## config.mk

```make
export PLATFORM = sky130hd
export DESIGN_NAME = sound_key_voice
export DESIGN_NICKNAME = d
export VERILOG_FILES = /design/src/rtl/sound_pkg.sv /design/src/rtl/sound_voice_env.sv /design/src/rtl/sound_key_voice.sv
export SDC_FILE = /design/constraint.sdc
export NUM_CORES = 1
export LEC_CHECK = 0
export CAP_MARGIN = 40
export CORE_MARGIN = 2
export CORE_UTILIZATION = 33
export DETAILED_ROUTE_END_ITERATION = 7
export GPL_ROUTABILITY_DRIVEN = 0
export PLACE_DENSITY_LB_ADDON = 0.3
export SLEW_MARGIN = 25
export SYNTH_ARGS = -nofsm -noshare
export SYNTH_HDL_FRONTEND = slang
export SYNTH_SLANG_ARGS = --single-unit
```

## constraint.sdc

```tcl
create_clock -name clock -period 9 [get_ports clock]
set_input_delay 1.8 -clock clock [delete_from_list [all_inputs] [get_ports clock]]
set_output_delay 1.8 -clock clock [all_outputs]
set_load 0.1 [all_outputs]
```

## src/rtl/sound_pkg.sv

```systemverilog
// Shared types and note tables for the key-driven voice (see SOUND_VOICE_ENVELOPE_EN in
// sound_key_voice.sv for the envelope build option).
package sound_pkg;

    typedef enum logic [1:0] {StIdle, StAttack, StSustain, StRelease} voice_state_t;

    localparam logic [7:0]  KeyBreak     = 8'hF0;
    localparam int unsigned SampleRateHz = 48000;
    localparam int unsigned NumNotes     = 8;

    // Entry 0 is note 1 (C4); increments assume a 16-bit accumulator clocked at SampleRateHz.
    localparam logic [NumNotes-1:0][7:0] MakeCodes = {
        8'h52, 8'h4C, 8'h4B, 8'h42, 8'h3B, 8'h33, 8'h34, 8'h2B
    };
    localparam logic [NumNotes-1:0][15:0] PhaseIncs = {
        16'd714, 16'd674, 16'd601, 16'd535, 16'd477, 16'd450, 16'd401, 16'd357
    };

    // Returns 1..8 for a known make code, 0 otherwise.
    function automatic logic [3:0] code_to_note(input logic [7:0] code);
        logic [3:0] note;
        note = 4'd0;
        for (int unsigned i = 0; i < NumNotes; i++) begin
            if (code == MakeCodes[i[2:0]]) note = 4'(i + 1);
        end
        return note;
    endfunction

    function automatic logic [15:0] note_to_inc(input logic [3:0] note);
        logic [15:0] inc;
        inc = 16'd0;
        for (int unsigned i = 0; i < NumNotes; i++) begin
            if (note == 4'(i + 1)) inc = PhaseIncs[i[2:0]];
        end
        return inc;
    endfunction

endpackage

```

## src/rtl/sound_voice_env.sv

```systemverilog
// Envelope FSM: level register, note latch and attack/release saturation.
// SOUND_VOICE_ENVELOPE_EN selects ramped envelopes; otherwise note-on/off switch instantly.
module sound_voice_env
    import sound_pkg::*;
#(
    parameter logic [7:0] ATK_STEP = 8'd4,
    parameter logic [7:0] REL_STEP = 8'd2
) (
    input  logic         clock,
    input  logic         reset,
    input  logic         tick_i,
    input  logic         note_on_i,
    input  logic         note_off_i,
    input  logic [3:0]   note_i,
    output voice_state_t state_o,
    output logic [7:0]   level_o,
    output logic [3:0]   note_o
);

    voice_state_t state_q;
    logic [7:0]   level_q;
    logic [3:0]   note_q;

`ifdef SOUND_VOICE_ENVELOPE_EN
    // State after the key event; a coincident tick then steps under this state's rule.
    voice_state_t ev_state;
    assign ev_state = note_on_i ? StAttack :
                      (note_off_i && (state_q == StAttack || state_q == StSustain)) ? StRelease :
                      state_q;

    always_ff @(posedge clock) begin
        if (reset) begin
            state_q <= StIdle;
            level_q <= 8'd0;
            note_q  <= 4'd0;
        end else begin
            if (note_on_i) note_q <= note_i;
            state_q <= ev_state;
            if (tick_i) begin
                case (ev_state)
                    StAttack: begin
                        if (level_q >= 8'd255 - ATK_STEP) begin
                            level_q <= 8'd255;
                            state_q <= StSustain;
                        end else begin
                            level_q <= level_q + ATK_STEP;
                        end
                    end
                    StRelease: begin
                        if (level_q <= REL_STEP) begin
                            level_q <= 8'd0;
                            state_q <= StIdle;
                            note_q  <= 4'd0;
                        end else begin
                            level_q <= level_q - REL_STEP;
                        end
                    end
                    default: ;
                endcase
            end
        end
    end
`else
    logic unused_env;
    assign unused_env = ^{tick_i, ATK_STEP, REL_STEP};

    always_ff @(posedge clock) begin
        if (reset) begin
            state_q <= StIdle;
            level_q <= 8'd0;
            note_q  <= 4'd0;
        end else if (note_on_i) begin
            state_q <= StSustain;
            level_q <= 8'd255;
            note_q  <= note_i;
        end else if (note_off_i && state_q != StIdle) begin
            state_q <= StIdle;
            level_q <= 8'd0;
            note_q  <= 4'd0;
        end
    end
`endif

    assign state_o = state_q;
    assign level_o = level_q;
    assign note_o  = note_q;

endmodule

```

## src/rtl/sound_key_voice.sv

```systemverilog
// Single-voice square-wave generator driven by sequencer key codes.
// Define SOUND_VOICE_ENVELOPE_EN for attack/release ramps; default is instant on/off.
module sound_key_voice
    import sound_pkg::*;
#(
    parameter logic [7:0] ATK_STEP = 8'd4,
    parameter logic [7:0] REL_STEP = 8'd2
) (
    input  logic        clock,
    input  logic        reset,
    input  logic        sample_tick,
    input  logic [7:0]  key_code,
    output logic [15:0] sample_out,
    output logic        sample_valid,
    output logic        note_active,
    output logic [3:0]  note_index
);

    logic [7:0]   code_q;
    logic [15:0]  phase_q;
    logic         sample_valid_q;
    logic [3:0]   code_note;
    logic [3:0]   env_note;
    logic [3:0]   ev_note;
    logic         note_on;
    logic         note_off;
    logic [15:0]  inc;
    logic [15:0]  amp;
    logic [7:0]   env_level;
    voice_state_t env_state;

    assign code_note = code_to_note(code_q);
    assign note_on   = (code_note != 4'd0) && (code_note != env_note);
    assign note_off  = (code_q == KeyBreak);

    // Note in force once this cycle's event is applied; a coincident tick uses its increment.
`ifdef SOUND_VOICE_ENVELOPE_EN
    assign ev_note = note_on ? code_note : env_note;
`else
    assign ev_note = note_on ? code_note : (note_off ? 4'd0 : env_note);
`endif
    assign inc = note_to_inc(ev_note);

    always_ff @(posedge clock) begin
        if (reset) begin
            code_q         <= KeyBreak;
            phase_q        <= 16'd0;
            sample_valid_q <= 1'b0;
        end else begin
            code_q         <= key_code;
            sample_valid_q <= sample_tick;
            if (sample_tick) phase_q <= phase_q + inc;
        end
    end

    sound_voice_env #(
        .ATK_STEP (ATK_STEP),
        .REL_STEP (REL_STEP)
    ) u_env (
        .clock      (clock),
        .reset      (reset),
        .tick_i     (sample_tick),
        .note_on_i  (note_on),
        .note_off_i (note_off),
        .note_i     (code_note),
        .state_o    (env_state),
        .level_o    (env_level),
        .note_o     (env_note)
    );

    // Formatted from the registered phase and level, so it settles with sample_valid.
    assign amp          = {1'b0, env_level, 7'b0};
    assign sample_out   = (env_state == StIdle) ? 16'd0 :
                          phase_q[15] ? (~amp + 16'd1) : amp;
    assign sample_valid = sample_valid_q;
    assign note_active  = (env_state != StIdle);
    assign note_index   = env_note;

endmodule

```

---- Word-level counts from Yosys, hierarchy flattened ----
Index checks and enable logic that the tools add are counted.
operators by class
  add/subtract/negate cells ............... 2
  reductions and logical operators ........ 5
  equality and inequality tests ........... 18
  bitwise gates (word level) .............. 1
  muxes and demuxes ....................... 26
operator list
  kind                                            number
  2-to-1 mux 16 bit                               9
  2-to-1 mux 4 bit                                11
  == test 8 x 6 -> 1 bit (second input constant)  4
  == test 8 x 7 -> 1 bit (second input constant)  4
  adder 16 x 1 -> 16 bit (second input constant)  1
  adder 16 bit                                    1
  == test 4 x 3 -> 1 bit (second input constant)  4
  2-to-1 mux 8 bit                                2
  NOT 15 -> 16 bit                                1
  2-to-1 mux 9 bit                                1
  == test 4 x 2 -> 1 bit (second input constant)  2
  == test 8 bit (second input constant)           1
  == test 4 x 1 -> 1 bit (second input constant)  1
  == test 4 bit (second input constant)           1
  2-to-1 mux 2 bit                                2
  != test 4 bit                                   1
  nonzero test 4 bit                              1
  logical AND 1 bit                               2
  logical NOT 2 bit                               1
  nonzero test 2 bit                              1
  2-to-1 mux 1 bit                                1
storage, ports and cells
  input bits .............................. 11
  flip-flop bits (word level) ............. 38
  output and inout bits ................... 22
  word-level logic and storage cells ...... 58

---- Longest topological paths before layout ----
  word-level depth ........................ 22
  gate-level depth with buffers ........... 19
  mapped depth without buffers ............ 18

---- Hierarchy ----
From an unflattened synthesis, not the netlist that was laid out.
unflattened totals
  cell total of the unflattened synthesis .. 288
  area total of the unflattened synthesis .. 2374.8 um^2
by module, submodules not included
  module           area each (um^2)  times used  cells each
  sound_key_voice  2122.0            1           257
  sound_voice_env  252.7             1           31

---- Worst setup path after synthesis ----
Ideal clock, no wire load.
  kind .................................... reg2out
  from .................................... reg u_env.level_o[6] (netlist name)
  to ...................................... out sample_out[10]
  slack ................................... 4.060 ns
  arrival time ............................ 3.140 ns
  cell stages (with the launch flop) ...... 3
  cell sequence ........................... dfxtp_1 nor2b_1 buf_4
RTL lines
  what              RTL line               source
  end: declaration  sound_key_voice.sv:13  output logic [15:0] sample_out,

---- Worst setup path in the final report ----
  from .................................... reg code_q[4]
  to ...................................... reg phase_q[12]
on the way
  word-level cells in the longest chain between the ends .. 22
ends and longest elaborated chain
  what                                                        RTL line               source
  start: declaration                                          sound_key_voice.sv:19  logic [7:0] code_q;
  start signal: assignment                                    sound_key_voice.sv:46  code_q <= KeyBreak;
  start signal: assignment                                    sound_key_voice.sv:50  code_q <= key_code;
  == test 8 x 6 -> 1 bit                                      sound_pkg.sv:24        if (code == MakeCodes[i[2:0]]) note = 4'(i + 1);
  2-to-1 mux 1 bit                                            sound_pkg.sv:24
  2-to-1 mux 4 bit (7 in a row)                               sound_pkg.sv:24
  != test 4 bit / nonzero test 4 bit (equally long branches)  sound_key_voice.sv:33  assign note_on = (code_note != 4'd0) && (code_note != env_note);
  logical AND 1 bit                                           sound_key_voice.sv:33
  2-to-1 mux 4 bit *                                          sound_key_voice.sv:40  assign ev_note = note_on ? code_note : (note_off ? 4'd0 : env_note);
  == test 4 x 1 -> 1 bit                                      sound_pkg.sv:33        if (note == 4'(i + 1)) inc = PhaseIncs[i[2:0]];
  2-to-1 mux 9 bit                                            sound_pkg.sv:33
  2-to-1 mux 16 bit (6 in a row)                              sound_pkg.sv:33
  2-to-1 mux 16 bit *                                         sound_pkg.sv:33
  adder 16 bit *                                              sound_key_voice.sv:52  if (sample_tick) phase_q <= phase_q + inc;
  end signal: assignment                                      sound_key_voice.sv:52
  end: declaration                                            sound_key_voice.sv:20  logic [15:0] phase_q;
Mark *: on every way between the ends. The rest lies on a longest branch, timed or not.
A chain may end at the register's enable or synchronous reset.

==> run metrics <==
Post-CTS Hold Fix Bufs 0; Initial Util 33.79%; worst slew pin tran between 0.7 and 0.8 ns; Commonest cells post-synth dfxtp_1 (30), nor2_1 (25), buf_4 (15); Post-synth EDFFs 0; cell count after placement ~340; Seq/Total Area, Yosys ~28%; number of global-route vias before repair 1676; Worst Path Required 9.17 ns; DR WL/cell 12.74 microns; Rows 29; chip width 84.17 microns; slowest CP cell or4_4; P_leak 1.097 nW; clock sinks 30; YS warnings 0; Final setup viols 0; IR drop worst, VDD 67.71 uV; maximum clock frequency just under 200 MHz; Critical path buffers and inverters 0; area leader, netlist dfxtp_1; post-CTS setup buffer count 0; Clock Path Buffers 2; Crit path depth 18; Async SR Flop Fraction 0%; share of layout cells above drive strength 1 17.52%; WL final 4.472 mm; Post-synth top flop dfxtp_1; count of cell types in the netlist 59; CP dominant cell by count o21a_1; Critical Path AT approximately 5.3 ns; CP Capture Type register; crit-path cells and4bb_1 -> o21a_1 -> or4_4 -> a211oi_4 -> a211oi_2 -> a311oi_2 -> nand2_1 -> and2_1 -> ha_1 -> fa_1 -> a21o_1 -> a21oi_1 -> nor2b_1 -> o21a_1 -> o41a_1 -> a41o_1 -> nand3_1 -> mux2_2; Die Area 0.007084 sq mm; top-count cell post-synth dfxtp_1; register bit total from synthesis 30; final net count 296; R2R Path Start code_q[4]; total core area 0.006277 sq mm; Hold Slack 0.4782 ns; total track usage 12.98%; CTS resizes 0; largest net degree at the start of global routing 35; Via Count between 1500 and 2000; flop2flop setup slack 3.91 ns; area share of the largest cell type after synthesis between 20% and 30%; Layout Skew slightly below 0.008 ns; Die Y ~84 microns; Remaining Overflow, GRT 0; CP Max Fanout 9; fillers 614; htree depth 2; Cell Area, Synth 0.002121 sq mm; pwr dens 104.1 mW/mm^2; CP Launch Type register; Setup crit end phase_q[12]; routed vias/inst 5.011; Clk pin slew, worst setup/hold paths 0.06 ns; maxcap violations 0; antenna cells 0; worst reg-to-reg path cell count 18; crit path time final 5.093 ns; cell count after synthesis 240; DR iter-0 viols 64; Setup Crit Path Kind reg -> reg; Max-slew headroom around 48%; Setup TNS 0 ns; Largest stage delay, worst path around 0.49 ns; Detail Placement HPWL 3.437 mm; CTS tree yes; port buffer count 25; io pins 33; status completed; first-pass GRT wire length 7.603 mm; Worst setup startpoint code_q[4]; synthesis-to-finish area growth 25.90%; CTS buffer count 5; clock root buffer clkbuf_8; Hold Fails Final Rpt 0; PnR Total Power around 0.28 mW; final setup margin 3.907 ns; 1st-pass router iterations 5; R2R Path End phase_q[12]; RSZ-0062 raised after global routing no; cell family with most CP delay compound AO/OA/AOI/OAI gates; Hold/Removal Path Class reg -> reg; final worst path period share 56.58%; initial antenna violation count 0; Synth area leaders dfxtp_1 (28%), ha_1 (5.9%), xnor2_1 (5.4%); Layout Cells excl Fill approximately 350; Setup WS pre-CTS 3.919 ns; ANT nets after route 0; Synth Area per Inst 8.837 sq um; DRC Markers 0; Final Max Slew Viols 0; Clock Latency Late Sink approximately 0.28 ns
[state kept, by name, summed over array words and instances, names as in the netlist]
register and flops:
u_env.level_o 1, phase_q 16, code_q 8, sample_valid 1
u_env.note_o 4
[kinds of logic after synthesis]
logic type / synth area share [%]
compound gates: 20.41
xor+xnor: 6.608
fa+ha+maj: 6.844
buf+inv: 7.611
flops: 28.32
mux: 6.372
other cells: 0.1768
simple gates: 23.66
[worst reg2reg max path, delay by kind of cell, from the launching register on]
kind / cells / cell delay [ns]
simple gates: 6 / 1.28
compound gates: 9 / 2.28
flops: 1 / 0.46
fa+ha+maj: 2 / 0.62
mux: 1 / 0.33
[cell usage in the layout, fill, tap and decap left out, types with 4 or more instances in the layout]
cell type / netlist / layout
a21oi_1: 13 / 13
nand2_1: 13 / 13
dfxtp_1: 30 / 30
mux2_2: 4 / 4
inv_1: 7 / 7
nor2_1: 25 / 25
or2_2: 4 / 4
nand3_1: 9 / 9
buf_8: 0 / 15
a211oi_1: 5 / 5
clkbuf_8: 0 / 5
ha_1: 10 / 10
nor2b_1: 12 / 12
clkdlybuf4s50_1: 0 / 25
xnor2_1: 13 / 13
conb_1: 1 / 7
mux2i_1: 9 / 9
[power breakdown]
group / switching (mW) / total (mW) / internal [mW]
combinational: 0.0235 / 0.0344 / 0.0109
sequential: 0.00356 / 0.139 / 0.135
clock: 0.0527 / 0.105 / 0.0518
total: 0.0798 / 0.278 / 0.198
[metrics by stage]
step	utilization [%]	area, sq um
floorplan	-	2143
global placement	37.63	2362
detailed placement	41.28	2591
CTS	42.54	2670
global route	42.54	2670
finish	42.54	2670
[worst min-delay path by stage]
stage / startpoint / to / slack, ns / cells after the start
floorplan: phase_q[9] / phase_q[9] / 0.45 / 2
global placement: phase_q[9] / phase_q[9] / 0.46 / 2
detailed placement: phase_q[9] / phase_q[9] / 0.47 / 2
CTS: phase_q[9] / phase_q[9] / 0.48 / 2
global route: phase_q[9] / phase_q[9] / 0.50 / 2
finish: phase_q[9] / phase_q[9] / 0.48 / 2
[metal layers]
| metal | GRT usage [%] | routed length [microns] | share of wire, % | vias up |
|---|---|---|---|---|
| li1 | - | - | - | 914 |
| met1 | 16.04 | 2088 | 47 | 803 |
| met4 | 3.666 | 52 | 1.2 | 0 |
| met2 | 22.58 | 2180 | 49 | 35 |
| met3 | 2.950 | 150 | 3.4 | 7 |
| met5 | 0 | 0 | 0 | - |
[cell type report]
cell class                      instances  area [sq um]  share of cell area [%]
Timing Repair Buffer                   42         486.7                   18.23
Sequential cell                        30         600.6                   22.49
Clock buffer                            5         68.82                   2.577
Clock inverter                          2         10.01                  0.3749
Tap cell                               77         96.34                   3.608
Multi-Input combinational cell        188          1381                   51.73
Inverter                                7         26.28                  0.9841
(Power assumes the default switching activity.)
